**src/rtl/ram_rd_streamer_pkg.sv**
```systemverilog
// Shared constants and types for the RAM read streamer.
//   FIFO_DEPTH : words of elastic storage between the RAM and the stream
//   FIFO_PW    : FIFO pointer width (log2 of FIFO_DEPTH)
//   state_t    : controller state encoding
package ram_rd_streamer_pkg;

  localparam int FIFO_DEPTH = 4;
  localparam int FIFO_PW    = 2;

  typedef enum logic [1:0] {
    IDLE   = 2'd0,
    RUN    = 2'd1,
    FINISH = 2'd2
  } state_t;

endpackage

```
**src/rtl/ram_rd_streamer_if.sv**
```systemverilog
// Bundle of the streamer's command, RAM read port and output stream.
//   start/base_addr/len : burst command (into streamer)
//   busy/done           : burst status (out of streamer)
//   rd_addr/rd_en       : RAM read request (out of streamer)
//   rd_data             : RAM read data, one cycle after the request
//   m_data/m_valid      : output stream (out of streamer)
//   m_ready             : output stream backpressure (into streamer)
// master = the streamer, slave = its environment.
interface ram_rd_streamer_if #(
  parameter int AW = 8,
  parameter int DW = 32
) ();

  logic          start;
  logic [AW-1:0] base_addr;
  logic [AW:0]   len;
  logic          busy;
  logic          done;
  logic [AW-1:0] rd_addr;
  logic          rd_en;
  logic [DW-1:0] rd_data;
  logic [DW-1:0] m_data;
  logic          m_valid;
  logic          m_ready;

  modport master (
    input  start, base_addr, len, rd_data, m_ready,
    output busy, done, rd_addr, rd_en, m_data, m_valid
  );

  modport slave (
    output start, base_addr, len, rd_data, m_ready,
    input  busy, done, rd_addr, rd_en, m_data, m_valid
  );

endinterface

```
**src/rtl/ram_rd_streamer_sync_fifo4.sv**
```systemverilog
// Depth-4 synchronous FIFO with registered storage.
//   clk, rst_n : clock, async active-low reset (clears pointers/occupancy)
//   push       : write push_data this cycle
//   pop        : remove head this cycle (ignored when empty)
//   head       : oldest word; valid when !empty
//   empty      : no words stored
//   occ        : number of stored words, 0..4
// A pushed word is only visible at the head from the next cycle (no bypass).
module sync_fifo4
  import ram_rd_streamer_pkg::*;
#(
  parameter int DW = 32
) (
  input  logic          clk,
  input  logic          rst_n,
  input  logic          push,
  input  logic [DW-1:0] push_data,
  input  logic          pop,
  output logic [DW-1:0] head,
  output logic          empty,
  output logic [2:0]    occ
);

  logic [DW-1:0]      mem [FIFO_DEPTH];
  logic [FIFO_PW-1:0] wr_ptr;
  logic [FIFO_PW-1:0] rd_ptr;
  logic [2:0]         occ_q;
  logic               do_pop;

  assign do_pop = pop && (occ_q != 3'd0);
  assign head   = mem[rd_ptr];
  assign empty  = (occ_q == 3'd0);
  assign occ    = occ_q;

  always_ff @(posedge clk) begin
    if (push) mem[wr_ptr] <= push_data;
  end

  always_ff @(posedge clk or negedge rst_n) begin
    if (!rst_n) begin
      wr_ptr <= '0;
      rd_ptr <= '0;
      occ_q  <= 3'd0;
    end else begin
      if (push)   wr_ptr <= wr_ptr + 1'b1;
      if (do_pop) rd_ptr <= rd_ptr + 1'b1;
      case ({push, do_pop})
        2'b10:   occ_q <= occ_q + 3'd1;
        2'b01:   occ_q <= occ_q - 3'd1;
        default: occ_q <= occ_q;
      endcase
    end
  end

  // The issuer reserves a slot for every in-flight read, so a push into a
  // full FIFO that is not simultaneously popped would mean that accounting broke.
  a_no_overflow: assert property (@(posedge clk) disable iff (!rst_n)
    !(push && !do_pop && occ_q == 3'(FIFO_DEPTH)))
    else $error("sync_fifo4 overflow");

endmodule

```
**src/rtl/ram_rd_streamer.sv**
```systemverilog
// Streams a burst of len words read from a 1-cycle-latency RAM, starting at
// base_addr (wrapping mod 2**AW), onto a valid/ready interface.
//   clk, rst_n : clock shared with the RAM, async active-low reset
//   bus        : ram_rd_streamer_if.master (command, status, RAM read port,
//                output stream)
//
// state  | meaning
// -------+------------------------------------------------------------
// IDLE   | waiting for start; command latched on start
// RUN    | issuing reads and streaming; leaves on the len-th handshake
// FINISH | one-cycle done pulse, then back to IDLE
module ram_rd_streamer
  import ram_rd_streamer_pkg::*;
#(
  parameter int AW = 8,
  parameter int DW = 32
) (
  input  logic             clk,
  input  logic             rst_n,
  ram_rd_streamer_if.master bus
);

  localparam logic [1:0] S_IDLE   = IDLE;
  localparam logic [1:0] S_RUN    = RUN;
  localparam logic [1:0] S_FINISH = FINISH;

  logic [1:0]    state;
  logic [AW-1:0] base_q;
  logic [AW:0]   len_q;
  logic [AW:0]   issued;
  logic [AW:0]   accepted;
  logic          inflight;

  logic [2:0]    occ;
  logic          empty;
  logic [DW-1:0] head;

  logic          issue;
  logic          beat;
  logic          last_beat;

  // Reads are throttled on FIFO occupancy plus the read still in the RAM
  // pipeline, never on m_ready, so every issued word has a slot waiting.
  assign issue = (state == S_RUN) && (issued < len_q) &&
                 (({1'b0, occ} + {3'b000, inflight}) < 4'(FIFO_DEPTH));

  assign beat      = bus.m_valid && bus.m_ready;
  assign last_beat = beat && (accepted == len_q - (AW+1)'(1));

  assign bus.rd_en   = issue;
  assign bus.rd_addr = base_q + issued[AW-1:0];
  assign bus.busy    = (state == S_RUN);
  assign bus.done    = (state == S_FINISH);
  assign bus.m_valid = !empty;
  assign bus.m_data  = head;

  sync_fifo4 #(.DW(DW)) u_fifo (
    .clk       (clk),
    .rst_n     (rst_n),
    .push      (inflight),
    .push_data (bus.rd_data),
    .pop       (beat),
    .head      (head),
    .empty     (empty),
    .occ       (occ)
  );

  always_ff @(posedge clk or negedge rst_n) begin
    if (!rst_n) begin
      state    <= S_IDLE;
      base_q   <= '0;
      len_q    <= '0;
      issued   <= '0;
      accepted <= '0;
      inflight <= 1'b0;
    end else begin
      inflight <= issue;
      case (state)
        S_IDLE: begin
          if (bus.start) begin
            base_q   <= bus.base_addr;
            len_q    <= bus.len;
            issued   <= '0;
            accepted <= '0;
            state    <= (bus.len == '0) ? S_FINISH : S_RUN;
          end
        end
        S_RUN: begin
          if (issue) issued   <= issued + (AW+1)'(1);
          if (beat)  accepted <= accepted + (AW+1)'(1);
          if (last_beat) state <= S_FINISH;
        end
        S_FINISH: state <= S_IDLE;
        default:  state <= S_IDLE;
      endcase
    end
  end

endmodule

```
**src/flat_wrapper.sv**
```systemverilog
// flat-port wrapper written by rule: the top's interface ports become plain ports
module ram_rd_streamer_flat import ram_rd_streamer_pkg::*;
#(
  parameter int AW = 8,
  parameter int DW = 32
)
  (clk, rst_n, bus_start, bus_base_addr, bus_len, bus_rd_data, bus_m_ready, bus_busy, bus_done, bus_rd_addr, bus_rd_en, bus_m_data, bus_m_valid);
  ram_rd_streamer_if #(.AW(AW), .DW(DW)) bus_i ();
  input  logic clk;
  input  logic rst_n;
  input wire logic [$bits(bus_i.start)-1:0] bus_start;
  input wire logic [$bits(bus_i.base_addr)-1:0] bus_base_addr;
  input wire logic [$bits(bus_i.len)-1:0] bus_len;
  input wire logic [$bits(bus_i.rd_data)-1:0] bus_rd_data;
  input wire logic [$bits(bus_i.m_ready)-1:0] bus_m_ready;
  output wire logic [$bits(bus_i.busy)-1:0] bus_busy;
  output wire logic [$bits(bus_i.done)-1:0] bus_done;
  output wire logic [$bits(bus_i.rd_addr)-1:0] bus_rd_addr;
  output wire logic [$bits(bus_i.rd_en)-1:0] bus_rd_en;
  output wire logic [$bits(bus_i.m_data)-1:0] bus_m_data;
  output wire logic [$bits(bus_i.m_valid)-1:0] bus_m_valid;
  assign bus_i.start = bus_start;
  assign bus_i.base_addr = bus_base_addr;
  assign bus_i.len = bus_len;
  assign bus_i.rd_data = bus_rd_data;
  assign bus_i.m_ready = bus_m_ready;
  assign bus_busy = bus_i.busy;
  assign bus_done = bus_i.done;
  assign bus_rd_addr = bus_i.rd_addr;
  assign bus_rd_en = bus_i.rd_en;
  assign bus_m_data = bus_i.m_data;
  assign bus_m_valid = bus_i.m_valid;
  ram_rd_streamer #(.AW(AW), .DW(DW)) u_core (.clk(clk), .rst_n(rst_n), .bus(bus_i));
endmodule
```
**config.mk**
```make
export PLATFORM = sky130hd
export DESIGN_NAME = ram_rd_streamer_flat
export DESIGN_NICKNAME = d
export VERILOG_FILES = /design/src/rtl/ram_rd_streamer_pkg.sv /design/src/rtl/ram_rd_streamer_if.sv /design/src/rtl/ram_rd_streamer_sync_fifo4.sv /design/src/rtl/ram_rd_streamer.sv /design/src/flat_wrapper.sv
export SDC_FILE = /design/constraint.sdc
export NUM_CORES = 1
export LEC_CHECK = 0
export ABC_AREA = 1
export BUFFER_PORTS_ARGS = -buffer_cell sky130_fd_sc_hd__clkbuf_2
export CORE_UTILIZATION = 50
export CTS_CLUSTER_DIAMETER = 200
export CTS_CLUSTER_SIZE = 20
export DETAILED_ROUTE_END_ITERATION = 8
export GPL_ROUTABILITY_DRIVEN = 0
export PLACE_DENSITY_LB_ADDON = 0.1
export SLEW_MARGIN = 20
export SYNTH_ARGS = -nofsm -noshare
export SYNTH_HDL_FRONTEND = slang
export SYNTH_SLANG_ARGS = --single-unit
```
**constraint.sdc**
```tcl
create_clock -name clk -period 2.2 [get_ports clk]
set_input_delay 0.22 -clock clk [delete_from_list [all_inputs] [get_ports clk]]
set_output_delay 0.22 -clock clk [all_outputs]
set_load 0.01 [all_outputs]
```
==> flow_metrics.env <==
export IMPL_finalHoldViolations=0
export IMPL_p_leak_nw=4.14
export IMPL_peakVddDrop_mv=0.778
export IMPL_busiest_layer="met2"
export IMPL_cts_tree="done"
export IMPL_fin_crit_sh=1.02
export IMPL_setup_viol=1
export IMPL_drive_gt1_frac=0.269
export IMPL_synth_seq_cells=173
export IMPL_power_frac_comb=0.394
export IMPL_die_h_um=127
export IMPL_cap_violations=0
export IMPL_final_antenna_net_count=0
export IMPL_intPower_mw=7.97
export IMPL_power_frac_seq=0.352
export IMPL_netlist_area_um2=7820
export IMPL_placement_cell_area_um2=8550
export IMPL_worst_setup_path_type="reg2out"
export IMPL_slew_viol_final=0
export IMPL_hold_path_depth=1
export IMPL_grt_max_degree=41
export IMPL_synthArstFlopShare=0.260
export IMPL_vias_per_cell=5.26
export IMPL_syn_instance_count=714
export IMPL_path_clk_slew_ns=0.06
export IMPL_synthMostInstantiatedCell="edfxtp_1"
export IMPL_synth_main_ff_cell="edfxtp_1"
export IMPL_clkPwrFrac=0.254
export IMPL_worst_pin_slew_ns=0.599
export IMPL_final_cell_area_um2=9930
export IMPL_swShare=0.372
export IMPL_syn_avg_cell_area_um2=10.9
export IMPL_period_needed_ns=2.24
export IMPL_dr_total_vias=5702
export IMPL_firstDrtPassIters=4
export IMPL_synthDistinctLibCells=37
export IMPL_violations="setup timing"
export IMPL_fin_skew_ns=0.0107
export IMPL_grt_pass1_vias=5616
export IMPL_yosys_top_cells_count="edfxtp_1 (128), nand2_1 (118), nor2_1 (100)"
export IMPL_worstSetupEndpoint="bus_rd_addr[6]"
export IMPL_drcViolationCount=0
export IMPL_core_um2=15200
export IMPL_worstSkewPairLatency_ns=0.43
export IMPL_rows=45
export IMPL_critPathLaunch="u_core.issued[0]$_DFFE_PN0P_"
export IMPL_p_per_area_nw_per_um2=1280
export IMPL_regToRegStartpoint="u_core.len_q[7]$_DFFE_PN0P_"
export IMPL_grtUsageMet2=0.388
export IMPL_routedWlPerCell_um=15.4
export IMPL_cts_buffers=17
export IMPL_grt_usage=0.223
export IMPL_dpl_hpwl_mm=10.4
export IMPL_critPathArrivalTime_ns=2.02
export IMPL_endpoint_kind="output port"
export IMPL_gr_usage_met3=0.0557
export IMPL_r2r_setup_slack_ns=0.35
export IMPL_ys_warn_count=0
export IMPL_relSlewSlack=0.600
export IMPL_rsz0062_at_grt="true"
export IMPL_p_sw_mw=4.72
export IMPL_cts_sinks=173
export IMPL_synthTopCellsByArea="edfxtp_1 (49%), dfrtp_1 (14%), nand2_1 (5.7%), o21ai_0 (5.4%), nor2_1 (4.8%)"
export IMPL_cp_required_ns=1.98
export IMPL_synth_top_area_frac=0.492
export IMPL_root_buffer="clkbuf_16"
export IMPL_clk_path_buf_depth=2
export IMPL_numPortBuffers=96
export IMPL_drt_iter0_markers=373
export IMPL_path_max_fanout=2
export IMPL_synth_nets=792
export IMPL_die_w_um=127
export IMPL_io_pin_count=97
export IMPL_num_antenna_cells=0
export IMPL_htreeDepth=4
export IMPL_status="finished with violations"
export IMPL_cp_start_kind="register"
export IMPL_crit_chain="ha_2 > inv_2 > fa_2 > o21ai_2 > nand2_1 > a21oi_2 > nor2_1 > xnor2_1 > buf_2"
export IMPL_initial_core_util=0.514
export IMPL_synth_top_area_cell="edfxtp_1"
export IMPL_synth_edf_count=128
export IMPL_wl_mm=16.7
export IMPL_setup_ws_ns=-0.0409
export IMPL_overflow=0
export IMPL_ys_seq_area_frac=0.636
export IMPL_antenna_found_initial=1
export IMPL_dieArea_um2=16100
export IMPL_use_met1=0.270
export IMPL_hold_ws_ns=0.0158
export IMPL_nets=962
export IMPL_slowest_delay_ns=0.37
export IMPL_hp_class="in2reg"
export IMPL_grt_pass1_wl_mm=27.4
export IMPL_reg2regPathDepth=9
export IMPL_r2r_end="u_core.issued[0]$_DFFE_PN0P_"
export IMPL_fmax_mhz=446
export IMPL_pre_cts_ws_ns=0.114
export IMPL_area_growth_syn_to_layout_pct=27.0
export IMPL_slowest_stage="dfrtp_1"
-- kinds of logic after synthesis --
kind of cell    Yosys count  synth area share
compound gates          139            0.0973
xor+xnor                 27            0.0303
fa+ha+maj                25            0.0419
buf+inv                  85            0.0461
flops                   173             0.636
simple gates            265             0.149
-- area by class of cell --
cell class / instances / area (um2)
Fill cell: 1176 / 5280
Sequential cell: 173 / 4980
Multi-Input combinational cell: 456 / 2650
Timing Repair Buffer: 179 / 1210
Clock buffer: 17 / 425
Tap cell: 188 / 235
Inverter: 57 / 215
Clock inverter: 15 / 209
-- sequential cells by signal (all words and copies together) (netlist names) --
name and count:
u_core.accepted 9, u_core.base_q 8, u_core.inflight 1, u_core.issued 9, u_core.len_q 9, u_core.state 2
u_core.u_fifo.mem 128, u_core.u_fifo.occ 3, u_core.u_fifo.rd_ptr 2, u_core.u_fifo.wr_ptr 2
-- timing repair --
item	in CTS	in global routing
pin swaps	15	5
buffers inserted	22	7
setup endpoints to repair	5	5
hold buffers	34	0
resized for setup	30	15
endpoints found under the hold margin	126	0
-- power groups by stage --
stage	clock network [mW]	registers (mW)	logic (mW)
5_1_grt	3.39	4.53	5.62
2_1_floorplan	0	4.44	3.09
3_3_place_gp	0	4.54	4.41
6_report	3.22	4.46	5.00
4_1_cts	3.28	4.46	4.95
3_5_place_dp	0	4.56	4.51
-- layout by cell type (no fill, tap or decap), types with 11 or more instances in the layout --
| cell | n |
|---|---|
| edfxtp_1 | 128 |
| nand2_1 | 113 |
| nor2_1 | 99 |
| clkbuf_2 | 92 |
| o21ai_0 | 82 |
| buf_4 | 46 |
| inv_1 | 43 |
| dfrtp_1 | 38 |
| dlygate4sd3_1 | 34 |
| o22ai_1 | 32 |
| xor2_1 | 19 |
| nand3_1 | 18 |
| clkbuf_16 | 17 |
| inv_2 | 13 |
| ha_1 | 12 |
| a21oi_1 | 11 |
-- layer usage --
layer / routed length (um) / vias to the layer above
met5: 0 / -
met4: 192 / 0
met3: 847 / 17
met2: 8450 / 149
met1: 7230 / 2728
li1: - / 2808
-- critical path: cells and delay by family (launching register included) --
family	cells	cell delay, ns
compound gates	2	0.25
xor+xnor	1	0.11
fa+ha+maj	2	0.54
buf+inv	2	0.18
flops	1	0.37
simple gates	2	0.13
-- worst min path at each step --
stage	start	endpoint	slack (ns)
finish	bus_rd_data[26]	u_core.u_fifo.mem[3][26]$_DFFE_PP_	0.02
floorplan	rst_n	u_core.accepted[0]$_DFFE_PN0P_	-0.08
detailed placement	rst_n	u_core.base_q[4]$_DFFE_PN0P_	0.25
global placement	rst_n	u_core.base_q[4]$_DFFE_PN0P_	0.26
global route	bus_rd_data[11]	u_core.u_fifo.mem[1][11]$_DFFE_PP_	0.005
CTS	bus_rd_data[11]	u_core.u_fifo.mem[3][11]$_DFFE_PP_	0.001
-- per-stage QoR --
step                       util  setup TNS [ns]  cells  power (mW)
after CTS                 0.648          -0.109   1078        12.7
after global placement    0.562               0    990        8.95
after floorplan               -               0    714        7.52
after detailed placement  0.562               0    990        9.07
final                     0.653         -0.0409   1085        12.7
after global routing      0.653          -0.376   1085        13.5
(Power assumes the default switching activity.)
